==> src/rtl/bcd_gate_controller.sv <==
// bcd_gate_controller: gate-time sequencer for an external N-digit BCD event counter.
// Each measurement runs in this order:
//   1. clear the counter;
//   2. open a gate of GATE_CYCLES clocks;
//   3. let the last increment settle;
//   4. latch the count and a sticky wrap flag;
//   5. offer the result to the consumer.
// Result handshake: result_valid is held high with result/result_ovf stable until a
// rising clk edge sees result_valid & result_ready; that edge completes the transfer.
// Optional build macro BCD_GATE_SATURATE_EN: the first counter wrap inside the gate
// stops counting, and the latched result reads all nines.
module bcd_gate_controller #(
    parameter int Ndigit      = 3,
    parameter int GATE_CYCLES = 100000000,
    parameter int CNT_W       = 27
) (
    input  logic                clk,
    input  logic                rst,
    input  logic                start,
    input  logic                continuous,
    input  logic                pulse_in,
    output logic                cnt_rst,
    output logic                cnt_en,
    input  logic [Ndigit*4-1:0] BCD,
    input  logic                overflow,
    output logic [Ndigit*4-1:0] result,
    output logic                result_ovf,
    output logic                result_valid,
    input  logic                result_ready,
    output logic                busy,
    output logic [2:0]          state_dbg
);

    typedef enum logic [2:0] {
        S_IDLE   = 3'd0,
        S_CLEAR  = 3'd1,
        S_GATE   = 3'd2,
        S_SETTLE = 3'd3,
        S_HOLD   = 3'd4
    } state_t;

    localparam logic [CNT_W-1:0]    GATE_LAST = CNT_W'(GATE_CYCLES - 1);
    localparam logic [Ndigit*4-1:0] ALL_NINES = {Ndigit{4'h9}};

    state_t             state_q, state_d;
    logic [CNT_W-1:0]   timer_q;
    logic               ovf_sticky_q;
    // Holds the counter clear from reset until the first clock edge after release.
    logic               init_clr_q;
    logic               gate_last;

    assign gate_last = (timer_q == GATE_LAST);
    assign state_dbg = state_q;

    // State register
    always_ff @(posedge clk or negedge rst) begin
        if (!rst) state_q <= S_IDLE;
        else      state_q <= state_d;
    end

    // Next-state logic; start is only honoured in IDLE, the handshake decides CLEAR vs IDLE
    always_comb begin
        state_d = state_q;
        case (state_q)
            S_IDLE:   if (start) state_d = S_CLEAR;
            S_CLEAR:  state_d = S_GATE;
            S_GATE:   if (gate_last) state_d = S_SETTLE;
            S_SETTLE: state_d = S_HOLD;
            S_HOLD:   if (result_ready) state_d = continuous ? S_CLEAR : S_IDLE;
            default:  state_d = S_IDLE;
        endcase
    end

    // Outputs: Moore decode of the state, except cnt_en which passes pulse_in through in GATE
    always_comb begin
        cnt_rst      = init_clr_q || (state_q == S_CLEAR);
        busy         = (state_q != S_IDLE);
        result_valid = (state_q == S_HOLD);
        cnt_en       = 1'b0;
        if (state_q == S_GATE) begin
`ifdef BCD_GATE_SATURATE_EN
            cnt_en = pulse_in && !ovf_sticky_q;
`else
            cnt_en = pulse_in;
`endif
        end
    end

    // Gate timer, sticky wrap flag, power-up clear flag and result latch
    always_ff @(posedge clk or negedge rst) begin
        if (!rst) begin
            timer_q      <= '0;
            ovf_sticky_q <= 1'b0;
            init_clr_q   <= 1'b1;
            result       <= '0;
            result_ovf   <= 1'b0;
        end else begin
            init_clr_q <= 1'b0;
            case (state_q)
                S_CLEAR: begin
                    timer_q      <= '0;
                    ovf_sticky_q <= 1'b0;
                end
                S_GATE: begin
                    timer_q <= timer_q + CNT_W'(1);
                    if (overflow) ovf_sticky_q <= 1'b1;
                end
                S_SETTLE: begin
`ifdef BCD_GATE_SATURATE_EN
                    result <= ovf_sticky_q ? ALL_NINES : BCD;
`else
                    result <= BCD;
`endif
                    result_ovf <= ovf_sticky_q;
                end
                default: ;
            endcase
        end
    end

endmodule

==> config.mk <==
export PLATFORM = sky130hd
export DESIGN_NAME = bcd_gate_controller
export DESIGN_NICKNAME = d
export VERILOG_FILES = /design/src/rtl/bcd_gate_controller.sv
export SDC_FILE = /design/constraint.sdc
export NUM_CORES = 1
export LEC_CHECK = 0
export ABC_CLOCK_PERIOD_IN_PS = 1700
export BUFFER_PORTS_ARGS = -buffer_cell sky130_fd_sc_hd__buf_2
export CAP_MARGIN = 40
export CORE_ASPECT_RATIO = 1.2
export CORE_MARGIN = 1
export CORE_UTILIZATION = 50
export DETAILED_ROUTE_END_ITERATION = 10
export PLACE_DENSITY = 0.75
export SYNTH_ARGS = -nofsm -noshare
export SYNTH_HDL_FRONTEND = slang
export SYNTH_SLANG_ARGS = --single-unit
==> constraint.sdc <==
create_clock -name clk -period 1.7 [get_ports clk]
set_input_delay 0.085 -clock clk [delete_from_list [all_inputs] [get_ports clk]]
set_output_delay 0.085 -clock clk [all_outputs]
set_load 0.005 [all_outputs]
* After elaboration in Yosys (flattened, before gate mapping)
Index checks and enable logic that the tools add are counted.
** Operators by class
- Muxes and demuxes :: 9
- Equality and inequality tests :: 9
- $add $sub $neg :: 1
- Reductions and logical operators :: 6
** Operator list (count)
- $pmux W27 S2 :: 1
- $add A27 B1 Y27 const B :: 1
- $eq A27 B27 Y1 const B :: 1
- $pmux W3 S5 :: 1
- $mux W3 :: 3
- $eq A3 B2 Y1 const B :: 2
- $ne A2 B2 Y1 const B :: 3
- $eq A3 B1 Y1 const B :: 1
- $eq A3 B3 Y1 const B :: 1
- $logic_not A3 Y1 :: 1
- $mux W1 :: 3
- $reduce_and A3 Y1 :: 1
- $reduce_bool A3 Y1 :: 1
- $ne A2 B1 Y1 const B :: 1
- $pmux W1 S2 :: 1
- $reduce_and A2 Y1 :: 1
- $reduce_bool A2 Y1 :: 1
- $logic_or A1 B1 Y1 :: 1
** Word-level totals
- Flip-flop bits (word level) :: 45
- Word-level logic and storage cells :: 31

* Longest topological paths before layout
Gate-level depths: netlist (run 1).
- Depth after elaboration :: 3
- Mapped depth :: 6

* Worst setup path before layout (run 1)
Ideal clock, no wire load.
- Path kind :: reg-to-reg
- Start :: register timer_q[0]
- End :: register timer_q[16]
- Setup slack :: 0.060 ns
- Data arrival time :: 1.514 ns
- Cell stages (with the launch flop) :: 6
- Buffers on the path :: 0
- Data required time :: 1.574 ns
- Clock period less this slack :: 1.640 ns
- Path through :: dfrtp_1 ha_1 and4_1 nand4_1 or2_0 a221o_1
** On the way
- Cells in the longest elaborated chain, start to end :: 2
** Ends and longest elaborated chain
- start: declaration :: RTL line 46 : logic [CNT_W-1:0] timer_q;
- start signal: assignment :: RTL line 105 : timer_q <= timer_q + CNT_W'(1);
- $add A27 B1 Y27 :: RTL line 105
- $pmux W27 S2 :: RTL line 99 : case (state_q)
No other way between the ends.
A chain may end at the register's enable or synchronous reset.

* Final worst setup path (run 1)
- Start :: register state_q[2], in the netlist state_dbg[2]
- End :: output port cnt_rst
** On the way
- Cells in the longest elaborated chain, start to end :: 2
** Ends and longest elaborated chain
- start: declaration :: RTL line 45 : state_t state_q, state_d;
- start signal: assignment :: RTL line 58 : else state_q <= state_d;
- $eq A3 B1 Y1 :: RTL line 76 : cnt_rst = init_clr_q || (state_q == S_CLEAR);
- $logic_or A1 B1 Y1 :: RTL line 76
- end: declaration :: RTL line 22 : output logic cnt_rst,
No other way between the ends.

==> qor.yml, run 1 <==
synthArstFlopShare: 1.00
die-height_um: 77.4
layout_min_cycle_time_ns: 1.64
p_per_area_mw_per_mm2: 1210
synthTopCellsByCount: "44 x dfrtp_1, 26 x nand2_1, 15 x mux2i_1"
max-cap-violations: 0
crit_slowest_cell: "dfrtp_1"
path_max_fanout: 11
post_synth_xor_area_fraction: 0.00370
overflow: 0
cts-root-buf: "clkbuf_8"
hold_path.class: "in -> reg"
synth_compound_area_frac: 0.115
ant_nets: 0
floorplan.die_area_mm2: 0.00501
grt_start_max_net_pins: 29
antenna_found_initial: 0
fmax_mhz: 610
critPathLaunchType: "register"
yosys_warnings: 0
power_mw: 3.62
cts_tree: "done"
port_buffers: 38
synthAdderAreaFrac: 0.00529
ys_seq_elements: 45
muxShareOfSynthArea: 0.125
crit_buf_inv: 4
antennaDiodeCount: 0
core_mm2: 0.00456
wirelength_met1_mm: 2.15
hpwl_mm: 3.21
cts_made_buffers: 5
netlist_area_mm2: 0.00237
hold_violations: 0
vias_per_cell: 5.54
finalSetupTns_ns: 0
synth-seq-area-share: 0.476
syn-num-nets: 231
grt_pass1_vias: 1798
top_layer_used: "met4"
clk-insertion-delay-late_ns: 0.30
initial_core_util: 0.519
syn_inst: 211
syn_area_per_cell_um2: 11.2
violations: "design-rule violations"
yosysMostFrequentCell: "dfrtp_1"
design_area_mm2: 0.00299
dpl_cell_area_mm2: 0.00275
cts_buffer_depth: 2
fin_worst_skew_ns: 0.00800
rsz0062_at_grt: "true"
synth_edf_count: 0
synth_top_family_by_area: "simple AND/OR/NAND/NOR gates"
dieWidth_um: 64.8
routabilityCongestion: 0.787
cts_sinks: 45
drt-total-wl_mm: 4.81
wl_met2_mm: 2.41
grt_pass1_wl_mm: 7.78
worstSetupEndpointType: "output port"
period_share: 0.965
status: "finished, violations left"
num_rows: 27
synth_top_area_frac: 0.465
critical_path_class: "reg -> out"
cp_top_family: "buffers and inverters"
worstPathArrival_ns: 1.55
yosys.area_share.simple: 0.226
drt-wirelength-per-cell_um: 14.2
setup_viol: 0
final-max-slew-violation-count: 0
routed-wl-met3_um: 189
cp_cell_sequence: "buf_4, buf_6, nor2_2, nand2_2, buf_12, nand2b_1, buf_2"
io_pins: 39
syn2layout_area_growth_pct: 26.3
yosysUniqueCellTypes: 48
first_pass_iters: 9
synth-main-ff-cell: "dfrtp_1"
leakage_nw: 1.29
yosysTopAreaCell: "dfrtp_1"
drive_above_1_share: 0.384
synth.area.top_cells: "dfrtp_1 47%, mux2i_1 6.3%, mux2_2 4.3%, nand2_1 4.1%, nor4_2 3.2%"
crit_required_ns: 1.62
htreeDepth: 2
peakVddDrop_mv: 1.07
grt_usage: 0.198
drc: 2
drt-initial-drc-count: 54
clk_pin_slew_worst_paths_ns: 0.09
critPathMaxStageDelay_ns: 0.41
vias: 1879
layout.nets: 300
## metal layers
metal | vias to the layer above | track usage
li1 | 910 | -
met1 | 920 | 0.245
met2 | 42 | 0.343
met3 | 7 | 0.0368
met4 | 0 | 0.0667
met5 | - | 0
## worst paths after layout
path,startpoint,endpoint,slack [ns],cells past startpoint
worst max-delay path,state_dbg[2],cnt_rst,0.06,7
worst min-delay path,BCD[1],result[1],0.007,2
worst max register to register,state_dbg[0],timer_q[24],0.08,5
worst min register to register,timer_q[26],timer_q[26],0.48,1
max in group asynchronous,rst,timer_q[11],0.96,3
min in group asynchronous,rst,timer_q[22],0.25,2
## logic make-up (layout without fill, tap and decap cells)
kind of cell | count (synthesis) | after routing
AOI/OAI and AO/OA | 32 | 32
xor gates and xnor gates | 1 | 1
adders and majority gates | 1 | 1
buffers and inverters | 18 | 87
DFF | 45 | 45
muxes | 28 | 28
other | 1 | 1
and+or+nand+nor | 85 | 86
## sequential cells by signal (all words and copies together) (netlist names)
signal        flops
timer_q          27
result           12
state_dbg         3
init_clr_q        1
ovf_sticky_q      1
result_ovf        1
## cell usage in the layout (no fill, tap or decap), types with 3 or more instances in the layout
cell type and instances:
dfrtp_1 44, buf_2 38, nand2_1 25, buf_4 25
mux2i_1 15, o21ai_0 10, mux2_2 9, nand4_1 8
nor2_1 7, inv_1 7, nand3_1 7, nor4_2 7
clkbuf_8 5, dlygate4sd3_1 5, or3_1 4, o211ai_1 4
o31ai_1 4, a21oi_1 4, mux2_1 4, nor3_1 3
o41ai_2 3
## what timing repair did
| action | 4_1_cts | 5_1_grt |
|---|---|---|
| endpoints found under the hold margin | 20 | 0 |
| endpoints found under the setup margin | 0 | 14 |
| setup buffers | 0 | 4 |
| resized for setup | 0 | 7 |
| hold buffers | 5 | 0 |
## power breakdown
part / switching [mW] / internal [mW]
clock: 0.369 / 0.290
sequential: 0.140 / 1.31
combinational: 0.737 / 0.769
total: 1.25 / 2.37
## final cells by class
cell class	instances	area [um2]
clock buffer	6	72.6
clock inverter	2	15.0
fill	369	1570
inverter	7	26.3
multi-input combinational	149	1170
sequential	45	1130
tap	58	72.6
timing repair buffer	72	504
## stage by stage
step / util / hold WS (ns) / setup WS, ns / cells
CTS: 0.633 / 0.00166 / 0.00689 / 333
global placement: 0.603 / 0.0602 / 0.0767 / 320
detailed placement: 0.603 / 0.0567 / 0.0261 / 320
finish: 0.655 / 0.00750 / 0.0602 / 339
global route: 0.655 / 0.00273 / -0.0342 / 339
floorplan: - / -0.211 / 0.0602 / 211
No activity file was read; power rests on OpenSTA's default activity.
==> inputs of run 2 (changes only) <==
--- a/config.mk
+++ b/config.mk
@@ -9,10 +9,12 @@
 export BUFFER_PORTS_ARGS = -buffer_cell sky130_fd_sc_hd__buf_2
 export CAP_MARGIN = 40
 export CORE_ASPECT_RATIO = 1.2
-export CORE_MARGIN = 1
+export CORE_MARGIN = 5
 export CORE_UTILIZATION = 50
+export CTS_CLUSTER_DIAMETER = 60
 export DETAILED_ROUTE_END_ITERATION = 10
 export PLACE_DENSITY = 0.75
+export SLEW_MARGIN = 20
 export SYNTH_ARGS = -nofsm -noshare
 export SYNTH_HDL_FRONTEND = slang
 export SYNTH_SLANG_ARGS = --single-unit
==> qor.yml, run 2 (same netlist as run 1, synthesis figures left out) <==
io_pins: 39  # unchanged
peakVddDrop_mv: 0.909  # -15%
final_core_utilization: 0.645  # -0.00999
drc: 0  # -2
initial_core_util: 0.515  # -0.00381
drt-total-wl_mm: 5.19  # +8.0%
port_buffers: 38  # unchanged
fmax_mhz: 600  # -1.6%
worst_pin_slew_ns: 0.524
finalSetupTns_ns: 0  # unchanged
dp.cells: 321  # +0.31%
vias_per_cell: 5.50  # -0.77%
grt_pass1_vias: 1917  # +6.6%
clk-insertion-delay-late_ns: 0.30  # about the same
cp_top_family: "simple AND/OR/NAND/NOR gates"
overflow: 0  # unchanged
dpl_cell_area_mm2: 0.00275  # -0.18%
fin_hold_ws_ns: -0.00193  # -0.00942 ns
cts_buffer_depth: 2  # unchanged
vias: 1859  # -1.1%
floorplan.die_area_mm2: 0.00621  # +24%
cts_sinks: 45  # unchanged
cts_made_buffers: 5  # unchanged
crit_slowest_cell: "dfrtp_1"
cp_cell_sequence: "nor3b_4, nand4_4, buf_4, o41ai_2"
crit_required_ns: 1.89  # +0.27 ns
fin_worst_skew_ns: 0.00600  # -0.00200 ns
layout_min_cycle_time_ns: 1.67  # +0.0262 ns
grt_usage: 0.173  # -0.0249
grt_pass1_wl_mm: 8.57  # +10%
drt-wirelength-per-cell_um: 15.4  # +8.3%
period_share: 0.980  # +0.0154
largest_reg_flops: 27  # unchanged
max-cap-violations: 0  # unchanged
cts-root-buf: "clkbuf_8"
first_pass_iters: 4  # -5
drive_above_1_share: 0.382  # -0.00220
grt_start_max_net_pins: 25  # -14%
p_per_area_mw_per_mm2: 1200  # -0.99%
status: "finished, violations left"
antenna_found_initial: 0  # unchanged
rsz0062_at_grt: "true"
drt-initial-drc-count: 66  # +22%
syn2layout_area_growth_pct: 25.3
num_rows: 27  # unchanged
final-max-slew-violation-count: 0  # unchanged
critical_path_class: "reg -> reg"
leakage_nw: 1.29  # +0.18%
clk_pin_slew_worst_paths_ns: 0.08  # about the same
place_ws_ns: 0.0337  # +0.00760 ns
htreeDepth: 2  # unchanged
violations: "negative hold slack"
path_max_fanout: 11  # unchanged
core_mm2: 0.00459  # +0.74%
antennaDiodeCount: 0  # unchanged
ant_nets: 0  # unchanged
setup_viol: 0  # unchanged
slew_headroom: 0.651
cts_tree: "done"
power_mw: 3.55  # -1.8%
hpwl_mm: 3.61  # +13%
worstSetupEndpointType: "register"
final_cell_mix: "44 x dfrtp_1, 38 x buf_2, 27 x buf_4"
worst_slack_ns: 0.0339  # -0.0262 ns
critPathLaunchType: "register"
crit_buf_inv: 1  # -3
largest_register: "timer_q"
fin_cells: 338  # -0.29%
worstPathArrival_ns: 1.86  # +0.31 ns
die-height_um: 85.4  # +10%
design_area_mm2: 0.00296  # -0.80%
hold_path.class: "in -> reg"
layout.nets: 300  # unchanged
critPathMaxStageDelay_ns: 0.41  # about the same
final_common_cell: "dfrtp_1"
routabilityCongestion: 0.767  # -2.6%
hold_violations: 1  # +1
dieWidth_um: 72.8  # +12%
-- run 2: cell types whose count changed in the layout (fill, tap and decap cells not counted), sizes merged --
cell	before	now
buf	66	67
clkinvlp	2	1
nand4	11	10
-- run 2: layout make-up --
class	count	area, um2
clock inverter	1	7.51
timing repair buffer	73	508
inverter	7	26.3
sequential	45	1130
fill	392	1630
tap	58	72.6
clock buffer	6	82.6
multi-input combinational	148	1140
-- run 2: timing repair --
item	in CTS	in global routing
pin swaps	0	2
buffers inserted	0	4
setup endpoints to repair	1	15
hold buffers	5	0
gates resized for setup	1	5
gates cloned	0	1
hold endpoints to repair	25	0
-- run 2: power breakdown --
| part | internal (mW) | switching (mW) |
|---|---|---|
| registers | 1.31 | 0.138 |
| logic | 0.724 | 0.697 |
| clock network | 0.321 | 0.360 |
| total | 2.36 | 1.19 |
-- run 2: final timing paths --
kind / startpoint / end / slack [ns] / depth (start not counted)
max: state_dbg[2] / timer_q[17] / 0.03 / 4
min: result_ready / state_dbg[2] / -0.002 / 2
max reg2reg: state_dbg[2] / timer_q[17] / 0.03 / 4
min reg2reg: timer_q[26] / timer_q[26] / 0.48 / 1
max in group asynchronous: rst / init_clr_q / 0.83 / 3
min in group asynchronous: rst / timer_q[4] / 0.28 / 2
-- run 2: routing by layer --
layer  wire length (um)  GRT usage
met2               2700      0.298
met5                  0          0
met4                 51     0.0654
met3                304     0.0486
met1               2140      0.202
-- run 2: worst reg2reg max path, cell delays in order, from the launching register on --
cell,delay (ns)
dfrtp_1,0.41
nor3b_4,0.29
nand4_4,0.29
buf_4,0.24
o41ai_2,0.33
